--- config.mk ---
export PLATFORM = sky130hd
export DESIGN_NAME = pc_stack_ctrl
export DESIGN_NICKNAME = d
export VERILOG_FILES = /design/src/rtl/pc_stack_ctrl.sv
export SDC_FILE = /design/constraint.sdc
export NUM_CORES = 1
export LEC_CHECK = 0
export ABC_AREA = 1
export ABC_CLOCK_PERIOD_IN_PS = 3200
export BUFFER_PORTS_ARGS = -buffer_cell sky130_fd_sc_hd__buf_2
export CAP_MARGIN = 40
export CORE_UTILIZATION = 31
export DETAILED_ROUTE_END_ITERATION = 7
export PLACE_DENSITY = 0.56
export RECOVER_POWER = 50
export SLEW_MARGIN = 10
export SYNTH_ARGS = -nofsm -noshare
export SYNTH_HDL_FRONTEND = slang
export SYNTH_SLANG_ARGS = --single-unit
--- constraint.sdc ---
create_clock -name clk -period 3.2 [get_ports clk]
set_input_delay 0.32 -clock clk [delete_from_list [all_inputs] [get_ports clk]]
set_output_delay 0.32 -clock clk [all_outputs]
set_load 0.005 [all_outputs]
--- src/rtl/pc_stack_ctrl.sv ---
// pc_stack_ctrl: next fetch address with an 8-deep return stack and a one-cycle flush bubble.
// Define STACK_TRAP_EN to halt on stack overflow/underflow instead of overwriting/ignoring.
module pc_stack_ctrl #(
    parameter int AW        = 11,
    parameter int DEPTH     = 8,
    parameter int RESET_VEC = 0
) (
    input  logic          clk,
    input  logic          reset,
    input  logic          advance,
    input  logic [2:0]    op,
    input  logic [AW-1:0] target,
    output logic [AW-1:0] counter,
    output logic          fetch_valid,
    output logic [3:0]    stack_depth,
    output logic          overflow,
    output logic          underflow,
    output logic          halted
);
    localparam int SPW = $clog2(DEPTH);
    localparam logic [3:0] FULL = 4'(DEPTH);
    localparam logic [2:0] OP_GOTO = 3'd1, OP_CALL = 3'd2, OP_RET = 3'd3, OP_SKIP = 3'd4;
    typedef enum logic [1:0] {RUN, FLUSH, HALT} state_t;
    state_t state_q, state_d;
    logic [AW-1:0] pc_q, pc_d, pc_inc;
    logic [AW-1:0] stack_q [DEPTH];
    logic [SPW-1:0] sp_q, sp_d, sp_dec;
    logic [3:0] depth_q, depth_d;
    logic ovf_q, ovf_d, unf_q, unf_d, push, full, empty, trap;
    assign pc_inc = pc_q + AW'(1);
    assign sp_dec = sp_q - SPW'(1);
    assign full   = depth_q == FULL;
    assign empty  = depth_q == 4'd0;
`ifdef STACK_TRAP_EN
    assign trap   = 1'b1;
    assign halted = state_q == HALT;
`else
    assign trap   = 1'b0;
    assign halted = 1'b0;
`endif
    always_comb begin
        state_d = state_q;
        pc_d    = pc_q;
        sp_d    = sp_q;
        depth_d = depth_q;
        ovf_d   = ovf_q;
        unf_d   = unf_q;
        push    = 1'b0;
        if (advance && state_q == FLUSH) begin
            pc_d    = pc_inc;
            state_d = RUN;
        end else if (advance && state_q == RUN) begin
            pc_d = pc_inc;
            if (op == OP_SKIP) begin
                pc_d = pc_q + AW'(2);
            end else if (op == OP_GOTO) begin
                pc_d    = target;
                state_d = FLUSH;
            end else if (op == OP_CALL) begin
                ovf_d = ovf_q | full;
                if (full && trap) begin
                    pc_d    = pc_q;
                    state_d = HALT;
                end else begin
                    // a full stack acts as a circular buffer: the oldest entry is overwritten
                    push    = 1'b1;
                    sp_d    = sp_q + SPW'(1);
                    depth_d = full ? depth_q : depth_q + 4'd1;
                    pc_d    = target;
                    state_d = FLUSH;
                end
            end else if (op == OP_RET) begin
                unf_d = unf_q | empty;
                if (!empty) begin
                    sp_d    = sp_dec;
                    depth_d = depth_q - 4'd1;
                    pc_d    = stack_q[sp_dec];
                    state_d = FLUSH;
                end else if (trap) begin
                    pc_d    = pc_q;
                    state_d = HALT;
                end
            end
        end
    end
    always_ff @(posedge clk) begin
        if (reset) begin
            state_q <= RUN;
            pc_q    <= AW'(RESET_VEC);
            sp_q    <= '0;
            depth_q <= 4'd0;
            ovf_q   <= 1'b0;
            unf_q   <= 1'b0;
        end else begin
            state_q <= state_d;
            pc_q    <= pc_d;
            sp_q    <= sp_d;
            depth_q <= depth_d;
            ovf_q   <= ovf_d;
            unf_q   <= unf_d;
        end
    end
    always_ff @(posedge clk) begin
        if (push && !reset) stack_q[sp_q] <= pc_inc;
    end
    assign counter     = pc_q;
    assign fetch_valid = state_q == RUN;
    assign stack_depth = depth_q;
    assign overflow    = ovf_q;
    assign underflow   = unf_q;
endmodule

Yosys cells after proc, flatten, opt, wreduce, memory -nomap -nowiden:

Memories as Yosys holds them, arrays and structs flattened.
Index checks and enable logic that the tools add are counted.

* register bits: 22
* bits in latches: 0
* memory bits (writable): 88
* memory bits (read-only): 0
* bits of input ports: 17
* word-level logic and storage cells: 68
* memories: 1

* add/subtract/negate cells: 6
* multipliers: 0
* div/mod/pow operators: 0
* order comparisons: 0
* equality and inequality tests: 9
* shifts and indexed selects: 0
* mux-type cells: 25
* bitwise operators: 6
* reductions and logical operators: 15

Memories
* stack_q: depth 8, width 11, rd ports 1, clocked after memory_dff 0, write ports 1, line 26 `logic [AW-1:0] stack_q [DEPTH];`

Operators by type and width (count)
* two-way mux 11 bit: 7
* two-way mux 4 bit: 4
* AND reduction 6 bit: 2
* adder 11 x 1 -> 11 bit, second input constant: 1
* adder 11 x 2 -> 11 bit, second input constant: 1
* two-way mux 3 bit: 3
* two-way mux 2 bit: 4
* two-way mux 1 bit: 7
* AND reduction 7 bit: 1
* equality test 3 x 2 -> 1 bit, second input constant: 2
* AND reduction 5 bit: 1
* adder 4 x 1 -> 4 bit, second input constant: 1
* equality test 4 bit, second input constant: 1
* zero test 4 bit: 1
* inverter 1 bit: 4
* AND reduction 4 bit: 1
* nonzero test 2 bit: 2
* subtractor 4 x 1 -> 4 bit, second input constant: 1
* adder 3 x 1 -> 3 bit, second input constant: 1
* equality test 3 x 1 -> 1 bit, second input constant: 1
* equality test 3 bit, second input constant: 1
* logical AND 1 bit: 3
* != test 3 x 1 -> 1 bit, second input constant: 1
* nonzero test 3 bit: 1
* other kinds (8): 9

Longest topological paths before layout:

* word-level depth: 9
* depth in mapped cells: 17

Worst setup path before layout:

Ideal clock, no wire load.

* kind: input-to-reg
* from: in advance
* to: mem stack_q[2][0] (enable)
* library setup time: 0.393 ns
* arrival time: 1.822 ns
* data required time: 2.807 ns
* path slack: 0.985 ns
* stages on the path: 7
* cells stage by stage: buf_6 inv_4 nor2_4 inv_4 nor3_1 nand2_1 nor3_1

* cells in the longest elaborated chain, start to end: 6
* elaborated cells between the ends (all ways): 7
* those cells by class: mux: 4; reduce/logical: 3

RTL lines
* start, declared: line 10 `input logic advance,`
* logical AND 1 bit: line 52 `end else if (advance && state_q == RUN) begin`
* two-way mux 1 bit: line 52
* two-way mux 1 bit *: line 49 `if (advance && state_q == FLUSH) begin`
* logical AND 1 bit *: line 104 `if (push && !reset) stack_q[sp_q] <= pc_inc;`
* two-way mux 1 bit *: line 104
* two-way mux 1 bit (implied by the code) *: line 104
* end, declared: line 26

Mark *: on every way between the ends. The rest lies on a longest branch, timed or not.

Final worst setup path:

* from: reg sp_q[1]
* to: reg pc_q[9] (netlist: counter[9])

* cells in the longest elaborated chain, start to end: 9

RTL lines
* start, declared: line 27 `logic [SPW-1:0] sp_q, sp_d, sp_dec;`
* start signal, assigned: line 97 `sp_q <= sp_d;`
* subtractor 3 x 1 -> 3 bit: line 31 `assign sp_dec = sp_q - SPW'(1);`
* memory (8 x 11 bit)
* two-way mux 11 bit: line 74 `if (!empty) begin`
* two-way mux 11 bit: line 72 `end else if (op == OP_RET) begin`
* two-way mux 11 bit: line 59 `end else if (op == OP_CALL) begin`
* two-way mux 11 bit: line 56 `end else if (op == OP_GOTO) begin`
* two-way mux 11 bit: line 54 `if (op == OP_SKIP) begin`
* two-way mux 11 bit: line 52
* two-way mux 11 bit: line 49
* end signal, assigned: line 89 `pc_q <= AW'(RESET_VEC);`
* end signal, assigned: line 96 `pc_q <= pc_d;`
* end, declared: line 25 `logic [AW-1:0] pc_q, pc_d, pc_inc;`

Every way passes these cells. The select of a mux whose other input is x is not followed.
A chain may end at the register's enable or synchronous reset.

==> impl_metrics.env <==
export IMPL_std_cell_rows=47
export IMPL_pwr_share_seq=0.536
export IMPL_worstSkewPairLatency_ns=0.34
export IMPL_cts_root_buf="clkbuf_16"
export IMPL_die_x_um=133
export IMPL_synthAdderAreaFrac=0.0178
export IMPL_fin_cells=828
export IMPL_power_frac_comb=0.117
export IMPL_avgSynthCellArea_um2=9.37
export IMPL_synth_xor_area_frac=0.0244
export IMPL_coreArea_um2=16700
export IMPL_drc=0
export IMPL_cts_sinks=109
export IMPL_cts_buffers=9
export IMPL_synth_area_um2=5340
export IMPL_drt_iter0_markers=402
export IMPL_fmax_mhz=429
export IMPL_tritoncts="built"
export IMPL_required_ns=3.44
export IMPL_synth_top_cell_area_share=0.495
export IMPL_postCtsHoldBufs=0
export IMPL_syn_num_nets=594
export IMPL_dieArea_um2=17800
export IMPL_vias_per_cell=4.88
export IMPL_n_fill_cell=1709
export IMPL_area_growth_pct=12.0
export IMPL_maxSlewViolCount=0
export IMPL_drive_above_1_share=0.128
export IMPL_p_leak_nw=2.28
export IMPL_final_area_um2=5980
export IMPL_io_buffer_count=34
export IMPL_ys_ff_latch=109
export IMPL_crit_chain="inv_1, ha_1, inv_1, nand3_1, nand3_1, nand3_1, nand3_1, nand2_1, nand2_1, nand2_1, nand2_1, nand2_1"
export IMPL_synth_compound_area_frac=0.0652
export IMPL_path_class="reg -> reg"
export IMPL_fp_dieH_um=133
export IMPL_rsz0062_at_grt="no"
export IMPL_period_share=0.728
export IMPL_synth_top_cells_by_area="edfxtp_1 49%, nand2_1 12%, nand3_1 8.7%"
export IMPL_p_per_area_nw_per_um2=495
export IMPL_synthMuxAreaShare=0
export IMPL_antenna_found_initial=0
export IMPL_first_pass_iters=5
export IMPL_seq_area_um2=3060
export IMPL_clkPwrFrac=0.346
export IMPL_grt_overflow_total=0
export IMPL_finalWirelength_mm=13.1
export IMPL_wl_per_cell_um=15.8
export IMPL_synthDistinctLibCells=34
export IMPL_placed_cells=812
export IMPL_swShare=0.258
export IMPL_hold_viol=0
export IMPL_post_cts_resize_count=0
export IMPL_worst_setup_path_end_kind="register"
export IMPL_yosysSeqAreaShare=0.574
export IMPL_dp_hpwl_mm=8.83
export IMPL_yosysTopAreaCell="edfxtp_1"
export IMPL_final_util=0.358
export IMPL_antenna_left=0
export IMPL_synthSimpleGateAreaFrac=0.258
export IMPL_path_max_fanout=20
export IMPL_grtUsageTotal=0.155
export IMPL_maxSlewHeadroom=0.518
export IMPL_cp_slowest_cell="inv_1"
export IMPL_gp_congestion=0.913
export IMPL_cp_arrival_ns=2.57
export IMPL_yosysWarnings=0
export IMPL_switchingPower_w=0.000764
export IMPL_postCtsSetupRepairBufs=0
export IMPL_nNetsFinal=627
export IMPL_vias=4038
export IMPL_period_needed_ns=2.33
export IMPL_worst_setup_path_start_kind="register"
export IMPL_dpl_instance_area_um2=5750
export IMPL_clk_pin_slew_worst_paths_ns=0.07
export IMPL_status="finished clean"
export IMPL_design_power_total_w=0.00296
export IMPL_start_util=0.320
export IMPL_finalSetupViolCount=0
export IMPL_slowest_delay_ns=0.52
export IMPL_multi_input_area_um2=1960
export IMPL_n_antenna_cell=0
export IMPL_worstMarginPinSlew_ns=0.722
export IMPL_p_int_w=0.00219
export IMPL_cts_htree_levels=3
export IMPL_ios=36
export IMPL_cpMostUsedCell="nand2_1"
export IMPL_cts_buffer_depth=2
export IMPL_skew_ns=0.00659
export IMPL_fin_setup_tns_ns=0
export IMPL_synth_cells=570
export IMPL_first_global_vias=3845
export IMPL_grt_pass1_wl_mm=21.3
export IMPL_max_cap_viol_count=0
export IMPL_hold_path_class="in -> reg"
export IMPL_synth_top_family_by_area="simple AND/OR/NAND/NOR gates"
export IMPL_grt_max_degree=48
export IMPL_ir_worst_vdd_mv=0.238
-- area by class of cell --
type | count | share of cell area
clock buffers | 10 | 0.0383
clock inverters | 6 | 0.00669
inverters | 34 | 0.0222
multi-input cells | 399 | 0.328
flip-flops and latches | 109 | 0.512
well taps | 220 | 0.0460
repair buffers | 50 | 0.0467
-- metrics by stage --
step                      hold WS, ns  setup WS (ns)
after floorplan                 0.447          0.985
after global placement          0.443          0.958
after detailed placement        0.450          0.888
after CTS                       0.299          0.866
after global routing            0.313          0.658
final                           0.316          0.870
-- synth_stat cells --
library cell	count
o21a_1	1
o21ai_1	5
buf_6	4
a22oi_1	3
xor2_1	9
buf_2	14
buf_4	9
a21o_1	1
inv_2	8
inv_4	2
conb_1	1
nor2_4	2
nand2_1	165
dfxtp_1	21
fa_1	1
nand2_4	3
nor2_2	3
nand3_1	93
ha_1	6
o21ai_0	17
nand4_1	2
nor2_1	30
inv_1	24
xnor2_1	4
o211ai_1	3
a211oi_1	2
nor3_1	12
a21oi_1	30
nor2_8	1
a31oi_1	2
nand3b_1	2
clkbuf_1	1
xor2_2	1
edfxtp_1	88
-- critical path, delay by kind of cell (launching register included) --
family,cells,cell delay [ns]
buf+inv,2,0.69
flops,1,0.40
simple gates,9,0.80
fa+ha+maj,1,0.33
-- power groups by stage --
stage                     logic, W  registers (W)  clock network [W]
after detailed placement  0.000352        0.00162                  0
after global routing      0.000389        0.00159            0.00110
final                     0.000347        0.00159            0.00102
after floorplan           0.000252        0.00161                  0
after CTS                 0.000353        0.00158            0.00104
after global placement    0.000344        0.00162                  0
-- final timing paths --
kind,start,slack (ns),cells past startpoint,end
worst min-delay path,target[5],0.32,5,counter[5]
worst max register to register,sp_q[1],0.87,12,counter[9]
worst min register to register,overflow,0.47,2,overflow
worst max-delay path,sp_q[1],0.87,12,counter[9]
-- sequential cells by signal (all words and copies together) (netlist names) --
register / flops
counter: 11
overflow: 1
stack_q: 88
sp_q: 3
stack_depth: 4
underflow: 1
state_q: 1
-- cell usage in the layout (no fill, tap or decap), types with 9 or more instances in the layout --
cell type    n
xor2_1       9
clkbuf_16    9
buf_4       15
buf_2       28
edfxtp_1    88
nand3_1     93
nor2_1      32
a21oi_1     30
dfxtp_1     21
o21ai_0     19
inv_1       24
nand2_1    167
-- metal layers --
metal / GRT usage / routed length (µm)
met5: 0 / 0
met4: 0.0518 / 175
met3: 0.0251 / 648
met2: 0.229 / 5710
met1: 0.229 / 6550
-- cell families (layout without fill, tap and decap cells) --
| family | Yosys count | count (layout) |
|---|---|---|
| xor gates and xnor gates | 14 | 14 |
| DFF | 109 | 109 |
| other | 1 | 1 |
| and+or+nand+nor | 313 | 313 |
| buffers and inverters | 62 | 100 |
| adders and majority gates | 7 | 7 |
| AOI/OAI and AO/OA | 64 | 64 |
(Power assumes the default switching activity.)
